### src/rtl/stereo_out_packer.sv
`default_nettype none
// ============================================================================
//  Module   : stereo_out_packer
//  Purpose  : Packs the disparity pixel stream from the stereo timing
//             generator into an AXI4-Stream video master.
//             - A frame opens with an SOF beat. Beats seen before the SOF
//               are discarded.
//             - Line and frame lengths are checked against IMAGE_WIDTH and
//               IMAGE_HEIGHT.
//             - Accepted beats go through a small first-word-fall-through
//               FIFO with an almost-full backpressure output.
//  Ports    : clk, rst_n            - clock, asynchronous active-low reset
//             en_in, sof_in, eol_in - pixel strobe and framing markers
//             data_in               - disparity pixel
//             m_axis_*              - AXI4-Stream master (tuser=SOF, tlast=EOL)
//             fifo_almost_full      - backpressure to the timing generator
//             frame_done            - one-cycle pulse after the last frame beat
//             line_cnt              - index of the line currently being written
//             overflow_err          - sticky: a beat was dropped (FIFO full)
//             length_err            - sticky: line or frame length mismatch
//             clear_err             - synchronous clear of both sticky flags
//  Revision : 1.0 - initial release
// ============================================================================
module stereo_out_packer #(
    parameter int DATA_WIDTH   = 8,
    parameter int IMAGE_WIDTH  = 640,
    parameter int IMAGE_HEIGHT = 480,
    parameter int FIFO_DEPTH   = 16,
    parameter int AF_MARGIN    = 4
) (
    input  logic                  clk,
    input  logic                  rst_n,
    input  logic                  en_in,
    input  logic                  sof_in,
    input  logic                  eol_in,
    input  logic [DATA_WIDTH-1:0] data_in,
    output logic [DATA_WIDTH-1:0] m_axis_tdata,
    output logic                  m_axis_tvalid,
    input  logic                  m_axis_tready,
    output logic                  m_axis_tuser,
    output logic                  m_axis_tlast,
    output logic                  fifo_almost_full,
    output logic                  frame_done,
    output logic [9:0]            line_cnt,
    output logic                  overflow_err,
    output logic                  length_err,
    input  logic                  clear_err
);

    localparam int c_ptr_w   = $clog2(FIFO_DEPTH);
    localparam int c_cnt_w   = c_ptr_w + 1;
    localparam int c_entry_w = DATA_WIDTH + 2;

    localparam logic [c_cnt_w-1:0] c_depth     = c_cnt_w'(FIFO_DEPTH);
    localparam logic [c_cnt_w-1:0] c_af_level  = c_cnt_w'(FIFO_DEPTH - AF_MARGIN);
    localparam logic [c_cnt_w-1:0] c_cnt_one   = c_cnt_w'(1);
    localparam logic [c_ptr_w-1:0] c_ptr_one   = c_ptr_w'(1);
    localparam logic [9:0]         c_last_pix  = 10'(IMAGE_WIDTH - 1);
    localparam logic [9:0]         c_last_line = 10'(IMAGE_HEIGHT - 1);

    typedef enum logic [0:0] {
        IDLE   = 1'b0,
        STREAM = 1'b1
    } state_t;

    state_t               r_state;
    state_t               w_state_next;

    logic [9:0]           r_pix_cnt;
    logic [9:0]           r_line_cnt;
    logic                 r_frame_done;
    logic                 r_overflow_err;
    logic                 r_length_err;

    logic [c_entry_w-1:0] r_mem [FIFO_DEPTH];
    logic [c_ptr_w-1:0]   r_wr_ptr;
    logic [c_ptr_w-1:0]   r_rd_ptr;
    logic [c_cnt_w-1:0]   r_count;

    logic                 w_accept;
    logic [9:0]           w_pix_idx;
    logic [9:0]           w_line_idx;
    logic                 w_frame_end;
    logic                 w_len_err_set;
    logic                 w_full;
    logic                 w_empty;
    logic                 w_wr;
    logic                 w_rd;
    logic                 w_ovf_set;
    logic [c_entry_w-1:0] w_head;

    // ------------------------------------------------------------------------
    // Beat classification and next state.
    // An SOF beat is pixel 0 of line 0 by definition, so the position of the
    // incoming beat is taken from the counters unless sof_in overrides it.
    // An accepted beat updates the counters and the FSM whether or not the
    // FIFO has room for it.
    // ------------------------------------------------------------------------
    always_comb begin
        w_state_next  = r_state;
        w_accept      = 1'b0;
        w_pix_idx     = r_pix_cnt;
        w_line_idx    = r_line_cnt;
        w_frame_end   = 1'b0;
        w_len_err_set = 1'b0;
        w_full        = (r_count == c_depth);
        w_empty       = (r_count == '0);
        w_wr          = 1'b0;
        w_rd          = 1'b0;
        w_ovf_set     = 1'b0;

        if (sof_in) begin
            w_pix_idx  = '0;
            w_line_idx = '0;
        end

        case (r_state)
            IDLE:    w_accept = en_in && sof_in;
            STREAM:  w_accept = en_in;
            default: w_accept = 1'b0;
        endcase

        w_frame_end = w_accept && eol_in && (w_line_idx == c_last_line);

        // A short or long line is flagged at its EOL. An SOF arriving inside
        // a frame means the previous frame was cut short.
        w_len_err_set = w_accept &&
                        ((eol_in && (w_pix_idx != c_last_pix)) ||
                         (sof_in && (r_state == STREAM)));

        // Room is judged on the registered count only, so a read in the same
        // cycle does not rescue a write into a full FIFO.
        w_wr      = w_accept && !w_full;
        w_ovf_set = w_accept &&  w_full;
        w_rd      = !w_empty && m_axis_tready;

        if (w_accept) begin
            if (w_frame_end) begin
                w_state_next = IDLE;
            end else begin
                w_state_next = STREAM;
            end
        end
    end

    // ------------------------------------------------------------------------
    // FSM state register
    // ------------------------------------------------------------------------
    always_ff @(posedge clk or negedge rst_n) begin
        if (!rst_n) begin
            r_state <= IDLE;
        end else begin
            r_state <= w_state_next;
        end
    end

    // ------------------------------------------------------------------------
    // Pixel and line position
    // ------------------------------------------------------------------------
    always_ff @(posedge clk or negedge rst_n) begin
        if (!rst_n) begin
            r_pix_cnt    <= '0;
            r_line_cnt   <= '0;
            r_frame_done <= 1'b0;
        end else begin
            r_frame_done <= w_frame_end;
            if (w_accept) begin
                r_pix_cnt <= eol_in ? 10'd0 : (w_pix_idx + 10'd1);
                if (w_frame_end) begin
                    r_line_cnt <= '0;
                end else if (eol_in) begin
                    r_line_cnt <= w_line_idx + 10'd1;
                end else begin
                    r_line_cnt <= w_line_idx;
                end
            end
        end
    end

    // ------------------------------------------------------------------------
    // Sticky error flags. A set in the same cycle as clear_err wins.
    // ------------------------------------------------------------------------
    always_ff @(posedge clk or negedge rst_n) begin
        if (!rst_n) begin
            r_overflow_err <= 1'b0;
            r_length_err   <= 1'b0;
        end else begin
            if (w_ovf_set) begin
                r_overflow_err <= 1'b1;
            end else if (clear_err) begin
                r_overflow_err <= 1'b0;
            end

            if (w_len_err_set) begin
                r_length_err <= 1'b1;
            end else if (clear_err) begin
                r_length_err <= 1'b0;
            end
        end
    end

    // ------------------------------------------------------------------------
    // FIFO pointers and occupancy. Pointers wrap naturally because the depth
    // is a power of two.
    // ------------------------------------------------------------------------
    always_ff @(posedge clk or negedge rst_n) begin
        if (!rst_n) begin
            r_wr_ptr <= '0;
            r_rd_ptr <= '0;
            r_count  <= '0;
        end else begin
            if (w_wr) begin
                r_wr_ptr <= r_wr_ptr + c_ptr_one;
            end
            if (w_rd) begin
                r_rd_ptr <= r_rd_ptr + c_ptr_one;
            end
            case ({w_wr, w_rd})
                2'b10:   r_count <= r_count + c_cnt_one;
                2'b01:   r_count <= r_count - c_cnt_one;
                default: r_count <= r_count;
            endcase
        end
    end

    // Storage has no reset. Contents are meaningless whenever the count is
    // zero, and the outputs are forced to zero in that case.
    always_ff @(posedge clk) begin
        if (w_wr) begin
            r_mem[r_wr_ptr] <= {sof_in, eol_in, data_in};
        end
    end

    // ------------------------------------------------------------------------
    // Outputs. The head entry falls through to the stream. It changes only on
    // a read, so it holds while the consumer stalls.
    // ------------------------------------------------------------------------
    assign w_head           = r_mem[r_rd_ptr];
    assign m_axis_tvalid    = !w_empty;
    assign m_axis_tuser     = w_empty ? 1'b0 : w_head[c_entry_w-1];
    assign m_axis_tlast     = w_empty ? 1'b0 : w_head[c_entry_w-2];
    assign m_axis_tdata     = w_empty ? '0   : w_head[DATA_WIDTH-1:0];
    assign fifo_almost_full = (r_count >= c_af_level);
    assign frame_done       = r_frame_done;
    assign line_cnt         = r_line_cnt;
    assign overflow_err     = r_overflow_err;
    assign length_err       = r_length_err;

endmodule
`default_nettype wire

### config.mk
export PLATFORM = sky130hd
export DESIGN_NAME = stereo_out_packer
export DESIGN_NICKNAME = d
export VERILOG_FILES = /design/src/rtl/stereo_out_packer.sv
export SDC_FILE = /design/constraint.sdc
export NUM_CORES = 1
export LEC_CHECK = 0
export CORE_MARGIN = 8
export CORE_UTILIZATION = 45
export CTS_BUF_LIST = sky130_fd_sc_hd__clkbuf_2 sky130_fd_sc_hd__clkbuf_4 sky130_fd_sc_hd__clkbuf_8
export DETAILED_ROUTE_END_ITERATION = 8
export GPL_TIMING_DRIVEN = 0
export PLACE_DENSITY_LB_ADDON = 0.1
export RECOVER_POWER = 25
export SLEW_MARGIN = 15
export SYNTH_ARGS = -nofsm -noshare
export SYNTH_HDL_FRONTEND = slang
export SYNTH_SLANG_ARGS = --single-unit
### constraint.sdc
create_clock -name clk -period 3 [get_ports clk]
set_input_delay 0.3 -clock clk [delete_from_list [all_inputs] [get_ports clk]]
set_output_delay 0.3 -clock clk [all_outputs]
set_load 0.005 [all_outputs]
==> impl_metrics.py, run 1 <==
metrics = {
    "final_layout": {
        "final_area_sq_mm": 0.00961,
        "drive_gt1_frac": 0.214,
        "fin_nets": 601,
        "postLayoutCoreUtil": 0.519,
        "final_common_cell": "edfxtp_1",
        "diodes": 0,
        "final_cell_mix": "160 x edfxtp_1, 38 x mux4_2, 37 x dfrtp_1, 33 x nand2_1, 23 x clkdlybuf4s50_1",
        "syn_to_final_growth_pct": 14.7,
    },
    "die": {
        "die_w_um": 152,
        "die_area_sq_mm": 0.0232,
        "initial_core_util": 0.452,
        "die_h_um": 152,
        "num_rows": 50,
        "core-area_sq_mm": 0.0185,
        "io_pins": 40,
    },
    "sta": {
        "slew_violations": 0,
        "relSlewSlack": 0.229,
        "finClkSkew_ps": 17.1,
        "finalCriticalPeriod_ps": 2870,
        "setup_tns_ps": 0,
        "timing.final.ws_setup_ps": 130,
        "period_share": 0.957,
        "max_freq_ghz": 0.348,
        "rsz0062_at_grt": "yes",
        "worst_pin_slew_ps": 1160,
        "setup_violations": 0,
        "hold_violations": 0,
    },
    "logic_synthesis": {
        "synth.yosys.seq_area_share": 0.684,
        "synth.distinct_cells": 53,
        "ys_ff_latch": 197,
        "synth_edf_count": 160,
        "syn-cell-area_sq_mm": 0.00838,
        "synth.net_count": 536,
        "ys.warnings.count": 0,
        "ys.flop_type": "edfxtp_1",
        "async_reset_ff_frac": 0.188,
        "syn-instance-count": 511,
        "synth.avg_cell_area_sq_um": 16.4,
    },
    "cts": {
        "clock_latency_ps": 470,
        "htreeDepth": 4,
        "cts.clk_slew.worst_paths_ps": 100,
        "cts_buffer_depth": 2,
        "cts_tree": "done",
        "cts_sinks": 197,
        "root_buffer": "clkbuf_8",
        "cts_buffers": 17,
    },
    "placed_design": {
        "io_buffers": 39,
        "dpl.hpwl_um": 11900,
        "place_area_sq_mm": 0.00915,
        "dpl_worst_slack_ps": -871,
        "routabilityCongestion": 0.843,
    },
    "power_and_ir_drop": {
        "combPwrFrac": 0.345,
        "p_total_mw": 7.87,
        "p_sw_frac": 0.322,
        "peakVddDrop_v": 0.000341,
        "seqPwrFrac": 0.435,
        "power_leakage_nw": 3.35,
        "intPower_mw": 5.33,
        "clkPwrFrac": 0.220,
        "power_switching_mw": 2.54,
        "power.density_mw_per_mm2": 818,
    },
    "setup_path": {
        "rrSetupSlack_ps": 130,
        "startpoint_type": "register",
        "endpoint_kind": "register",
        "crit_buf_inv": 3,
        "critPathKind": "reg -> reg",
        "cp.arrival_ps": 3210,
        "worstReg2RegStart": "r_count[1]",
        "path_cells": "buf_2 -> nor4_4 -> nand2b_1 -> nand2_1 -> inv_1 -> ha_1 -> buf_2 -> xor2_1 -> ha_1 -> a211o_1 -> nand3_1 -> a21oi_1 -> xor2_1",
        "crit_fanout": 9,
        "path_delay_family": "simple AND/OR/NAND/NOR gates",
        "cp.required_ps": 3350,
        "reg2reg_to": "r_count[4]",
        "critPathSlowestCell": "dfrtp_1",
        "r2r_cells": 13,
        "critical-path-max-stage-delay_ps": 370,
    },
    "run": {
        "drv_cap": 0,
    },
    "global_routing": {
        "track_usage": 0.156,
        "antenna_found_initial": 0,
        "grt_max_degree": 21,
        "grt_pass1_wl_um": 27600,
        "gr-total-overflow": 0,
        "grt_pass1_vias": 4878,
    },
    "detailed_routing": {
        "drtAntennaViolNets": 0,
        "drcViolationCount": 0,
        "wl_per_cell_um": 21.3,
        "wl_um": 17500,
        "drt_iter0_drc": 259,
        "vias_per_cell": 5.51,
        "firstDrtPassIters": 4,
        "vias": 4532,
    },
    "worst_hold_path": {
        "min_path_cells": 1,
        "hold_class": "in -> reg",
        "hold_end": "r_mem[6][9]",
        "hold_start": "sof_in",
    },
    "run_status": {
        "status": "finished clean",
    },
}
cell type report:
type	count	area, sq um
buffer	29	199
timing repair buffer	46	450
clock buffer	17	234
fill	1546	8900
tap	234	293
multi-input combinational	276	2500
inverter	9	33.8
sequential	197	5730
clock inverter	15	175
power groups by stage:
stage	registers [mW]	logic (mW)	clock network, mW
2_1_floorplan	3.44	1.79	0
6_report	3.42	2.72	1.73
3_5_place_dp	3.48	2.77	0
4_1_cts	3.42	2.78	1.78
5_1_grt	3.45	2.95	1.88
3_3_place_gp	3.46	2.68	0
registers in the layout (all words and copies together), names as in the netlist:
signal and cells:
r_wr_ptr 4, r_mem 160, line_cnt 10, r_state 1, r_count 5, length_err 1, r_pix_cnt 10, overflow_err 1
r_rd_ptr 4, frame_done 1
routing by layer:
metal / GRT usage / share of wire / vias to the layer above
met5: 0 / 0 / -
met4: 0.0509 / 0.011 / 0
met3: 0.0363 / 0.049 / 12
met2: 0.273 / 0.53 / 98
met1: 0.187 / 0.41 / 2296
li1: - / - / 2126
worst max-delay path by stage:
stage	start	end	slack, ps	cells past startpoint
after floorplan	r_count[1]	r_count[4]	420	13
after global placement	sof_in	r_mem[3][4]	-1310	7
after detailed placement	sof_in	r_count[4]	-870	14
after CTS	r_rd_ptr[1]	m_axis_tdata[3]	0.05	7
after global routing	r_count[1]	r_count[4]	-60	13
final	r_count[1]	r_count[4]	130	13
kinds of logic after synthesis:
group,count (synthesis),synth area share
flops,197,0.684
simple gates,117,0.0711
compound gates,69,0.0500
mux,66,0.141
buf+inv,38,0.0239
xor+xnor,13,0.0136
fa+ha+maj,11,0.0161
per-stage QoR:
stage               hold slack, ps  std cells
floorplan                     4.41        511
global placement               470        784
detailed placement             317        789
CTS                            327        822
global route                   403        823
finish                         418        823
cell usage after synthesis, drive strengths merged, types with 3 or more instances:
master,n,area (sq um)
a31oi,3,18.8
a21o,3,22.5
ha,10,125
mux2,13,146
nor3,13,70.1
nand2,33,124
inv,9,33.8
edfxtp,160,4800
mux2i,13,130
nor4,4,31.3
xnor2,7,61.3
xor2,6,52.6
a211o,3,26.3
o21ai,27,135
nand2b,5,31.3
o31ai,6,45.0
dfrtp,37,926
nand4,5,37.5
mux4,40,908
clkbuf,6,22.5
nor2b,5,31.3
nand3b,3,22.5
buf,23,144
nor2,26,97.6
nand3,7,35.0
nand4b,3,26.3
and3,4,25.0
a21oi,18,93.8
timing repair:
action                     CTS  global route
setup endpoints to repair  131             6
hold endpoints to repair    19             0
gates resized for setup     22             7
hold buffers                 1             0
buffers inserted             0             1
pin swaps                    0             0
No activity file was read; power rests on OpenSTA's default activity.
==> run 2, diff against run 1 <==
Settings changed: SKIP_CTS_REPAIR_TIMING set to 1.
==> run 2 against run 1 <==
Net effect: via count rose by 0.11%; hold slack got worse by 110 ps; global-route usage barely moved; register-to-register slack improved by 30 ps; routed wire length rose by 0.16%; first-iteration DRC count fell by 9.7%; critical path type unchanged; critical endpoint unchanged.
==> impl_metrics.py, run 2 (same netlist as run 1, synthesis figures left out) <==
metrics = {
    "run_status": {
        "status": "finished clean",
    },
    "power_and_ir_drop": {
        "peakVddDrop_v": 0.000348,
        "power_leakage_nw": 3.40,
        "p_total_mw": 7.90,
        "power.density_mw_per_mm2": 820,
    },
    "sta": {
        "slew_violations": 0,
        "max_freq_ghz": 0.353,
        "period_share": 0.945,
        "worst_pin_slew_ps": 1160,
        "setup_tns_ps": 0,
        "hold_violations": 0,
        "finClkSkew_ps": 16.6,
        "rsz0062_at_grt": "no",
        "setup_violations": 0,
        "finalCriticalPeriod_ps": 2840,
        "relSlewSlack": 0.229,
    },
    "global_routing": {
        "grt_pass1_wl_um": 27600,
        "antenna_found_initial": 0,
        "track_usage": 0.156,
        "grt_pass1_vias": 4882,
        "gr-total-overflow": 0,
        "grt_max_degree": 21,
    },
    "placed_design": {
        "io_buffers": 39,
        "dpl.hpwl_um": 11900,
        "routabilityCongestion": 0.843,
    },
    "detailed_routing": {
        "vias_per_cell": 5.51,
        "routed.top_layer": "met4",
        "wl_um": 17600,
        "firstDrtPassIters": 4,
        "drt_iter0_drc": 234,
        "wl_met1_um": 7190,
        "wl_per_cell_um": 21.3,
        "wl_met3_um": 858,
        "drtAntennaViolNets": 0,
        "vias": 4537,
        "wl_met2_um": 9260,
        "drcViolationCount": 0,
    },
    "final_layout": {
        "final_common_cell": "edfxtp_1",
        "fin_nets": 601,
        "syn_to_final_growth_pct": 14.9,
        "regMostFlops": "r_mem",
        "largest_reg_flops": 160,
        "drive_gt1_frac": 0.214,
        "postLayoutCoreUtil": 0.520,
        "final_cell_mix": "160 x edfxtp_1, 38 x mux4_2, 37 x dfrtp_1, 32 x nand2_1, 23 x clkdlybuf4s50_1",
        "diodes": 0,
    },
    "cts": {
        "cts_buffers": 17,
        "cts_buffer_depth": 2,
        "cts_sinks": 197,
        "cts_tree": "done",
        "clock_latency_ps": 480,
        "root_buffer": "clkbuf_8",
        "htreeDepth": 4,
        "cts.clk_slew.worst_paths_ps": 100,
    },
    "setup_path": {
        "critPathKind": "reg -> reg",
        "crit_fanout": 9,
        "startpoint_type": "register",
        "r2r_cells": 13,
        "cp.arrival_ps": 3200,
        "cp.required_ps": 3360,
        "endpoint_kind": "register",
    },
    "die": {
        "core-area_sq_mm": 0.0185,
        "initial_core_util": 0.452,
        "num_rows": 50,
        "io_pins": 40,
        "die_h_um": 152,
        "die_area_sq_mm": 0.0232,
        "die_w_um": 152,
    },
    "worst_hold_path": {
        "hold_class": "in -> reg",
        "min_path_cells": 1,
    },
    "run": {
        "drv_cap": 0,
    },
}
[run 2: path summary, 6_finish.rpt]
kind                              start      endpoint  slack (ps)
max                          r_count[1]    r_count[4]         160
min                              sof_in   r_mem[6][9]         310
max reg2reg                  r_count[1]    r_count[4]         160
min reg2reg                r_pix_cnt[1]  r_pix_cnt[1]         510
max in group asynchronous         rst_n       r_state         940
min in group asynchronous         rst_n    r_count[1]         570
[run 2: layer usage]
layer  vias up  GRT usage
met4         0     0.0533
met2        91      0.272
li1       2129          -
met3        17     0.0363
met5         -          0
met1      2300      0.186
[run 2: final cells by class]
type / count / area (sq um)
Fill cell: 1542 / 8890
Clock buffer: 17 / 234
Tap cell: 234 / 293
Timing Repair Buffer: 46 / 467
Buffer: 29 / 199
Clock inverter: 15 / 175
Multi-Input combinational cell: 276 / 2500
Sequential cell: 197 / 5730
Inverter: 9 / 33.8
[run 2: critical path: stages, from the launching register on]
cell and delay [ps]:
dfrtp_1 370, buf_2 180, nor4_4 350, nand2b_1 240
nand2_2 180, inv_1 70, ha_1 170, buf_2 180
xor2_1 160, ha_1 220, a211o_1 290, nand3_1 90
a21oi_1 80, xor2_1 150
[run 2: power by group]
| part | internal (mW) | switching (mW) | leakage (nW) | total [mW] |
|---|---|---|---|---|
| logic | 1.36 | 1.38 | 1.27 | 2.75 |
| registers | 3.29 | 0.137 | 1.92 | 3.42 |
| clock network | 0.710 | 1.02 | 0.209 | 1.73 |
| total | 5.36 | 2.54 | 3.40 | 7.90 |
[run 2: metrics by stage]
step           hold slack (ps)  std cells  instance area [sq um]  setup slack (ps)
2_1_floorplan             4.41        511                   8380               425
3_3_place_gp               470        784                   9060             -1310
3_5_place_dp               317        789                   9150              -871
4_1_cts                   -212        821                   9560              -368
5_1_grt                    308        823                   9630              7.27
6_report                   307        823                   9630               164
